$ cat src/rtl/adder_4b_pkg.sv
// Shared constants for the 4-bit ADD datapath unit and its siblings.
// Holds the operand width, the register reset values and the ALU op-select codes.
// No logic lives here.
package adder_4b_pkg;

  // Operand and sum width shared by all 4-bit datapath units.
  localparam int ADD_WIDTH = 4;

  // Values the output registers take while rst is high.
  localparam logic [ADD_WIDTH-1:0] RST_OUT  = '0;
  localparam logic                 RST_COUT = 1'b0;
  localparam logic                 RST_OVF  = 1'b0;
  localparam logic                 RST_ZERO = 1'b1;

  // Op-select encoding the control block uses to pick a datapath unit.
  typedef enum logic [3:0] {
    OP_ADD   = 4'd0,
    OP_SUB   = 4'd1,
    OP_AND   = 4'd2,
    OP_OR    = 4'd3,
    OP_XOR   = 4'd4,
    OP_MULT  = 4'd5,
    OP_SHIFT = 4'd6
  } alu_op_t;

endpackage

$ cat src/rtl/adder_4b_if.sv
// Operand/result bundle between the control block and the ADD unit.
// Master drives operands and carry-in; slave returns registered sum and flags.
// No handshake: a new operand set is consumed every cycle.
interface adder_4b_if
  import adder_4b_pkg::*;
#(
  parameter int WIDTH = ADD_WIDTH
);

  logic [WIDTH-1:0] x;
  logic [WIDTH-1:0] y;
  logic             Cin;
  logic [WIDTH-1:0] out;
  logic             Cout;
  logic             ovf;
  logic             zero;

  modport master (
    output x, y, Cin,
    input  out, Cout, ovf, zero
  );

  modport slave (
    input  x, y, Cin,
    output out, Cout, ovf, zero
  );

endinterface

$ cat src/rtl/adder_4b_full_adder_1b.sv
// One-bit full adder, the ripple-chain cell of adder_4b.
// Latency: purely combinational.
// Backpressure: none.
module full_adder_1b (
  input  logic a,
  input  logic b,
  input  logic ci,
  output logic s,
  output logic co
);

  assign s  = a ^ b ^ ci;
  assign co = (a & b) | (ci & (a ^ b));

endmodule

$ cat src/rtl/adder_4b.sv
// 4-bit ripple-carry adder with carry-in, registered sum, carry, signed overflow and zero flag.
// Latency: exactly 1 cycle from operands to outputs; synchronous active-high reset.
// Backpressure: none, a result is captured on every rising edge.
module adder_4b
  import adder_4b_pkg::*;
#(
  parameter int WIDTH = ADD_WIDTH
) (
  input  logic       clk,
  input  logic       rst,
  adder_4b_if.slave  bus
);

  // c[i] is the carry into stage i; c[WIDTH] is the carry out of the MSB.
  logic [WIDTH:0]   c;
  logic [WIDTH-1:0] s;

  assign c[0] = bus.Cin;

  for (genvar i = 0; i < WIDTH; i++) begin : g_ripple
    full_adder_1b u_fa (
      .a  (bus.x[i]),
      .b  (bus.y[i]),
      .ci (c[i]),
      .s  (s[i]),
      .co (c[i+1])
    );
  end

  // Capture sum and flags each edge; reset wins over any operands in the same cycle.
  always_ff @(posedge clk) begin
    if (rst) begin
      bus.out  <= RST_OUT;
      bus.Cout <= RST_COUT;
      bus.ovf  <= RST_OVF;
      bus.zero <= RST_ZERO;
    end else begin
      bus.out  <= s;
      bus.Cout <= c[WIDTH];
      // Signed overflow: carry into the sign bit disagrees with carry out of it.
      bus.ovf  <= c[WIDTH] ^ c[WIDTH-1];
      bus.zero <= (s == '0);
    end
  end

endmodule

$ cat src/flat_wrapper.sv
// flat-port wrapper written by rule: the top's interface ports become plain ports
module adder_4b_flat import adder_4b_pkg::*;
#(
  parameter int WIDTH = ADD_WIDTH
)
  (clk, rst, bus_x, bus_y, bus_Cin, bus_out, bus_Cout, bus_ovf, bus_zero);
  adder_4b_if #(.WIDTH(WIDTH)) bus_i ();
  input  logic clk;
  input  logic rst;
  input wire logic [$bits(bus_i.x)-1:0] bus_x;
  input wire logic [$bits(bus_i.y)-1:0] bus_y;
  input wire logic [$bits(bus_i.Cin)-1:0] bus_Cin;
  output wire logic [$bits(bus_i.out)-1:0] bus_out;
  output wire logic [$bits(bus_i.Cout)-1:0] bus_Cout;
  output wire logic [$bits(bus_i.ovf)-1:0] bus_ovf;
  output wire logic [$bits(bus_i.zero)-1:0] bus_zero;
  assign bus_i.x = bus_x;
  assign bus_i.y = bus_y;
  assign bus_i.Cin = bus_Cin;
  assign bus_out = bus_i.out;
  assign bus_Cout = bus_i.Cout;
  assign bus_ovf = bus_i.ovf;
  assign bus_zero = bus_i.zero;
  adder_4b #(.WIDTH(WIDTH)) u_core (.clk(clk), .rst(rst), .bus(bus_i));
endmodule
$ cat config.mk
export PLATFORM = sky130hd
export DESIGN_NAME = adder_4b_flat
export DESIGN_NICKNAME = d
export VERILOG_FILES = /design/src/rtl/adder_4b_pkg.sv /design/src/rtl/adder_4b_if.sv /design/src/rtl/adder_4b_full_adder_1b.sv /design/src/rtl/adder_4b.sv /design/src/flat_wrapper.sv
export SDC_FILE = /design/constraint.sdc
export NUM_CORES = 1
export LEC_CHECK = 0
export BUFFER_PORTS_ARGS = -buffer_cell sky130_fd_sc_hd__buf_2
export CAP_MARGIN = 30
export CORE_AREA = 5 5 42 44
export CTS_CLUSTER_DIAMETER = 30
export DETAILED_ROUTE_END_ITERATION = 10
export DIE_AREA = 0 0 47 49
export PLACE_DENSITY = 0.57
export SLEW_MARGIN = 5
export SYNTH_ARGS = -nofsm -noshare
export SYNTH_HDL_FRONTEND = slang
export SYNTH_SLANG_ARGS = --single-unit
$ cat constraint.sdc
create_clock -name clk -period 4.7 [get_ports clk]
set_input_delay 0.705 -clock clk [delete_from_list [all_inputs] [get_ports clk]]
set_output_delay 0.705 -clock clk [all_outputs]
set_load 0.02 [all_outputs]
==> results.toml, run 1 <==
[synthesis]
ys_ff_latch = 7
synth-simple-area-share_pct = 15.8
synth_compound_area_share_pct = 0
yosysWarnings = 0
muxShareOfSynthArea_pct = 0
synthCells = 23
synth_xor_area_share_pct = 3.07
synth_top_family_by_area = "adder cells"
synthesis.area_sq_um = 285
syn_nets = 38
synth_area_per_cell_sq_um = 12.4
synth-seq-area-share_pct = 49.1
synthAdderAreaFrac_pct = 28.1
ys_types = 8

[timing]
final_max_slew_viol_count = 0
fin_crit_ns = 2.80
timing.fmax_mhz = 357
hold_viol = 0
relSlewSlack_pct = 84.9
worst_pin_slew_ns = 0.224
setup_violations = 0
tns_ns = 0
timing.final.crit_share_pct = 59.5
grt_setup_unrepaired = "false"

[critical_path]
cp-startpoint = "bus_Cin"
crit_required_ns = 4.83
path_class = "primary input to flop"
worst-path-max-fanout = 2
cp.arrival_ns = 2.93
worst_setup_path_start_kind = "primary input"
crit_path_end_kind = "flop"

[floorplanning]
rows = 14
dieArea_sq_mm = 0.00230
fp.dieW_microns = 47
die_h_microns = 49
start_util_pct = 20.4
coreArea_sq_mm = 0.00140
num_io_pins = 18

[place]
io_buffers = 17
gp_congestion = 0.689
dpl_cell_area_sq_um = 390

[cts]
post_cts_resized = 0
cts_buffer_depth = 2
cts_buffers = 3
root_buffer = "clkbuf_4"
holdBufCountCts = 0
postCtsSetupBuffers = 0
cts_tree = "done"
clk_pin_slew_ns = 0.05
cts-htree-levels = 1
cts_sinks = 7

[detailed_routing]
vias = 215
ant_nets = 0
first_iter_violations = 3
viasPerCell = 3.58
wire_per_inst_microns = 9.57
drcViolationCount = 0
firstDrtPassIters = 2
wirelength_microns = 574

[pwr]
swShare_pct = 26.7
combPwrFrac_pct = 23.9
power_frac_clock_pct = 33.0
power.switching_uw = 41.8
internal_power_uw = 115
leakage_nw = 0.211
pwr-share-seq_pct = 43.1
p_per_area_mw_per_mm2 = 376
ir_drop_mv = 0.0929

[layout]
synthToLayoutAreaGrowth_pct = 46.1
final_common_cell = "buf_2"
drive_above_1_share_pct = 45.5
nNetsFinal = 60
final_cell_area_sq_um = 417
mostFrequentLayoutCells = "buf_2, dfxtp_1, fa_1"
antenna_cells = 0

[worst_hold_path]
min_from = "rst"
hold_class = "primary input to flop"

[global_route]
grt.total_usage_pct = 5.47
grt_pass1_vias = 209
grt_max_degree = 8
grt_pass1_wl_microns = 800
antenna_found_initial = 0
grt-ovfl-total = 0

[run]
max-cap-violations = 0

[outcome]
status = "finished, final reports clean"
-- per-layer routing --
| layer | GRT usage, % | part of all wire [%] | vias to the layer above |
|---|---|---|---|
| met4 | 4.15 | 0 | 0 |
| li1 | - | - | 109 |
| met5 | 0 | 0 | - |
| met1 | 5.19 | 33 | 88 |
| met2 | 6.56 | 41 | 18 |
| met3 | 5.90 | 26 | 0 |
-- path summary, 6_finish.rpt --
check,end,slack [ns],cells after the start
worst max-delay path,u_core.bus.zero,1.90,8
worst min-delay path,u_core.bus.out[3],0.69,2
-- synth_stat cells (all sizes together) --
library cell | n | area, sq um
inv | 3 | 11.3
nor2b | 3 | 18.8
xor2 | 1 | 8.76
fa | 4 | 80.1
dfxtp | 7 | 140
or2 | 1 | 6.26
nor2 | 3 | 11.3
nor4b | 1 | 8.76
-- sequential cells by signal (all words and copies together) (netlist names) --
register and flops:
u_core.bus.Cout 1, u_core.bus.out 4, u_core.bus.ovf 1, u_core.bus.zero 1
-- worst max-delay path, stage by stage --
cell	delay (ns)
buf_2	0.11
fa_1	0.43
fa_1	0.39
fa_1	0.43
inv_1	0.09
fa_1	0.43
nor4b_1	0.16
or2_1	0.19
-- per-stage QoR --
stage	cells	hold WS (ns)	power (mW)	worst slack, ns	utilization, %
global route	60	0.709	0.167	1.81	29.7
finish	60	0.686	0.157	1.90	29.7
CTS	60	0.679	0.161	1.89	29.7
floorplan	23	0.772	0.0914	1.87	-
global placement	56	0.946	0.106	1.67	27.9
detailed placement	56	0.944	0.107	1.63	27.9
-- logic make-up (layout without fill, tap and decap cells) --
logic type,Yosys count,in the layout
fa+ha+maj,4,4
xor+xnor,1,1
simple gates,8,8
buf+inv,3,24
flops,7,7
-- final cells by class --
cell class | instances | area (sq um)
inverter | 3 | 11.3
fill | 168 | 985
multi-input combinational | 13 | 134
tap | 16 | 20.0
clock buffer | 4 | 26.3
sequential | 7 | 140
timing repair buffer | 17 | 85.1
-- power by group through the flow --
stage	Sequential (mW)	Clock, mW	Combinational (mW)
after floorplan	0.0778	0	0.0136
after global placement	0.0688	0	0.0372
after detailed placement	0.0688	0	0.0385
after CTS	0.0676	0.0546	0.0386
after global routing	0.0681	0.0572	0.0420
final	0.0675	0.0517	0.0374
Power figures use the tool's default switching activity.
==> run 2: changes to the inputs <==
- clock period: 4.7 -> 2.8 ns (I/O delays scaled with it)
==> results.toml, run 2 (synthesis gave the netlist of run 1 again) <==
[critical_path]
crit_path_end_kind = "flop"
cp.arrival_ns = 2.63
worst_setup_path_start_kind = "primary input"
crit_required_ns = 2.93
worst-path-max-fanout = 2
path_class = "primary input to flop"

[timing]
grt_setup_unrepaired = "false"
fin_crit_ns = 2.50
worst_pin_slew_ns = 0.246
tns_ns = 0
setup_violations = 0
holdWs_ns = 0.409
hold_viol = 0
relSlewSlack_pct = 83.3
final_max_slew_viol_count = 0
timing.fmax_mhz = 401
timing.final.crit_share_pct = 89.1

[cts]
holdBufCountCts = 0
post_cts_resized = 0
cts-htree-levels = 1
root_buffer = "clkbuf_4"
cts_buffer_depth = 2
cts_buffers = 3
cts_tree = "done"
clk_pin_slew_ns = 0.05
postCtsSetupBuffers = 0
cts_sinks = 7

[layout]
regMostFlops = "u_core.bus.out"
drive_above_1_share_pct = 45.5
antenna_cells = 0
final_cell_area_sq_um = 417
synthToLayoutAreaGrowth_pct = 46.1
final_common_cell = "buf_2"
nNetsFinal = 60
fin_cells = 60
mostFrequentLayoutCells = "buf_2, dfxtp_1, fa_1"
largest_reg_flops = 4
fin_util_pct = 29.7

[run]
max-cap-violations = 0

[floorplanning]
start_util_pct = 20.4
fp.dieW_microns = 47
dieArea_sq_mm = 0.00230
rows = 14
coreArea_sq_mm = 0.00140
num_io_pins = 18
die_h_microns = 49

[global_route]
grt_max_degree = 8
grt-ovfl-total = 0
grt_pass1_vias = 214
grt.total_usage_pct = 6.46
grt_pass1_wl_microns = 924
antenna_found_initial = 0

[place]
io_buffers = 17
placed_cells = 56
gp_congestion = 0.657
dpl_cell_area_sq_um = 390

[pwr]
ir_drop_mv = 0.118
leakage_nw = 0.211
p_per_area_mw_per_mm2 = 633

[detailed_routing]
firstDrtPassIters = 2
first_iter_violations = 2
vias = 219
wirelength_microns = 552
ant_nets = 0
wire_per_inst_microns = 9.20
viasPerCell = 3.65
drcViolationCount = 0

[outcome]
status = "finished, final reports clean"

[worst_hold_path]
hold_class = "primary input to flop"
-- run 2: cell counts in the layout (fill, tap and decap cells not counted) --
Identical to the previous run, type by type.
-- run 2: routing by layer --
metal  part of all wire, %  vias up  global-route usage [%]
met3                    24        0                    7.75
met1                    43       91                    7.45
met5                     0        -                       0
li1                      -      110                       -
met4                     0        0                    5.53
met2                    33       18                    5.66
-- run 2: area by class of cell --
class | count | area, sq um
fillers | 157 | 985
clock buffers | 4 | 26.3
well taps | 16 | 20.0
repair buffers | 17 | 85.1
multi-input cells | 13 | 134
inverters | 3 | 11.3
flip-flops and latches | 7 | 140
-- run 2: power breakdown --
group,switching [mW],internal [mW]
registers,0.00238,0.111
logic,0.0352,0.0275
clock network,0.0334,0.0541
total,0.0710,0.193
-- run 2: through the flow --
stage	power (mW)	setup WS, ns
finish	0.264	0.304
global route	0.289	0.211
CTS	0.271	0.304
detailed placement	0.180	0.0393
global placement	0.178	0.0578
floorplan	0.153	0.250
-- run 2: path summary, 6_finish.rpt --
path  slack [ns]                 to  cells after the start    start
max         0.30    u_core.bus.zero                      8  bus_Cin
min         0.41  u_core.bus.out[3]                      2      rst
-- run 2: critical path, stage by stage --
cell	delay (ns)
buf_2	0.11
fa_1	0.43
fa_1	0.40
fa_1	0.41
inv_1	0.08
fa_1	0.43
nor4b_1	0.16
or2_1	0.19
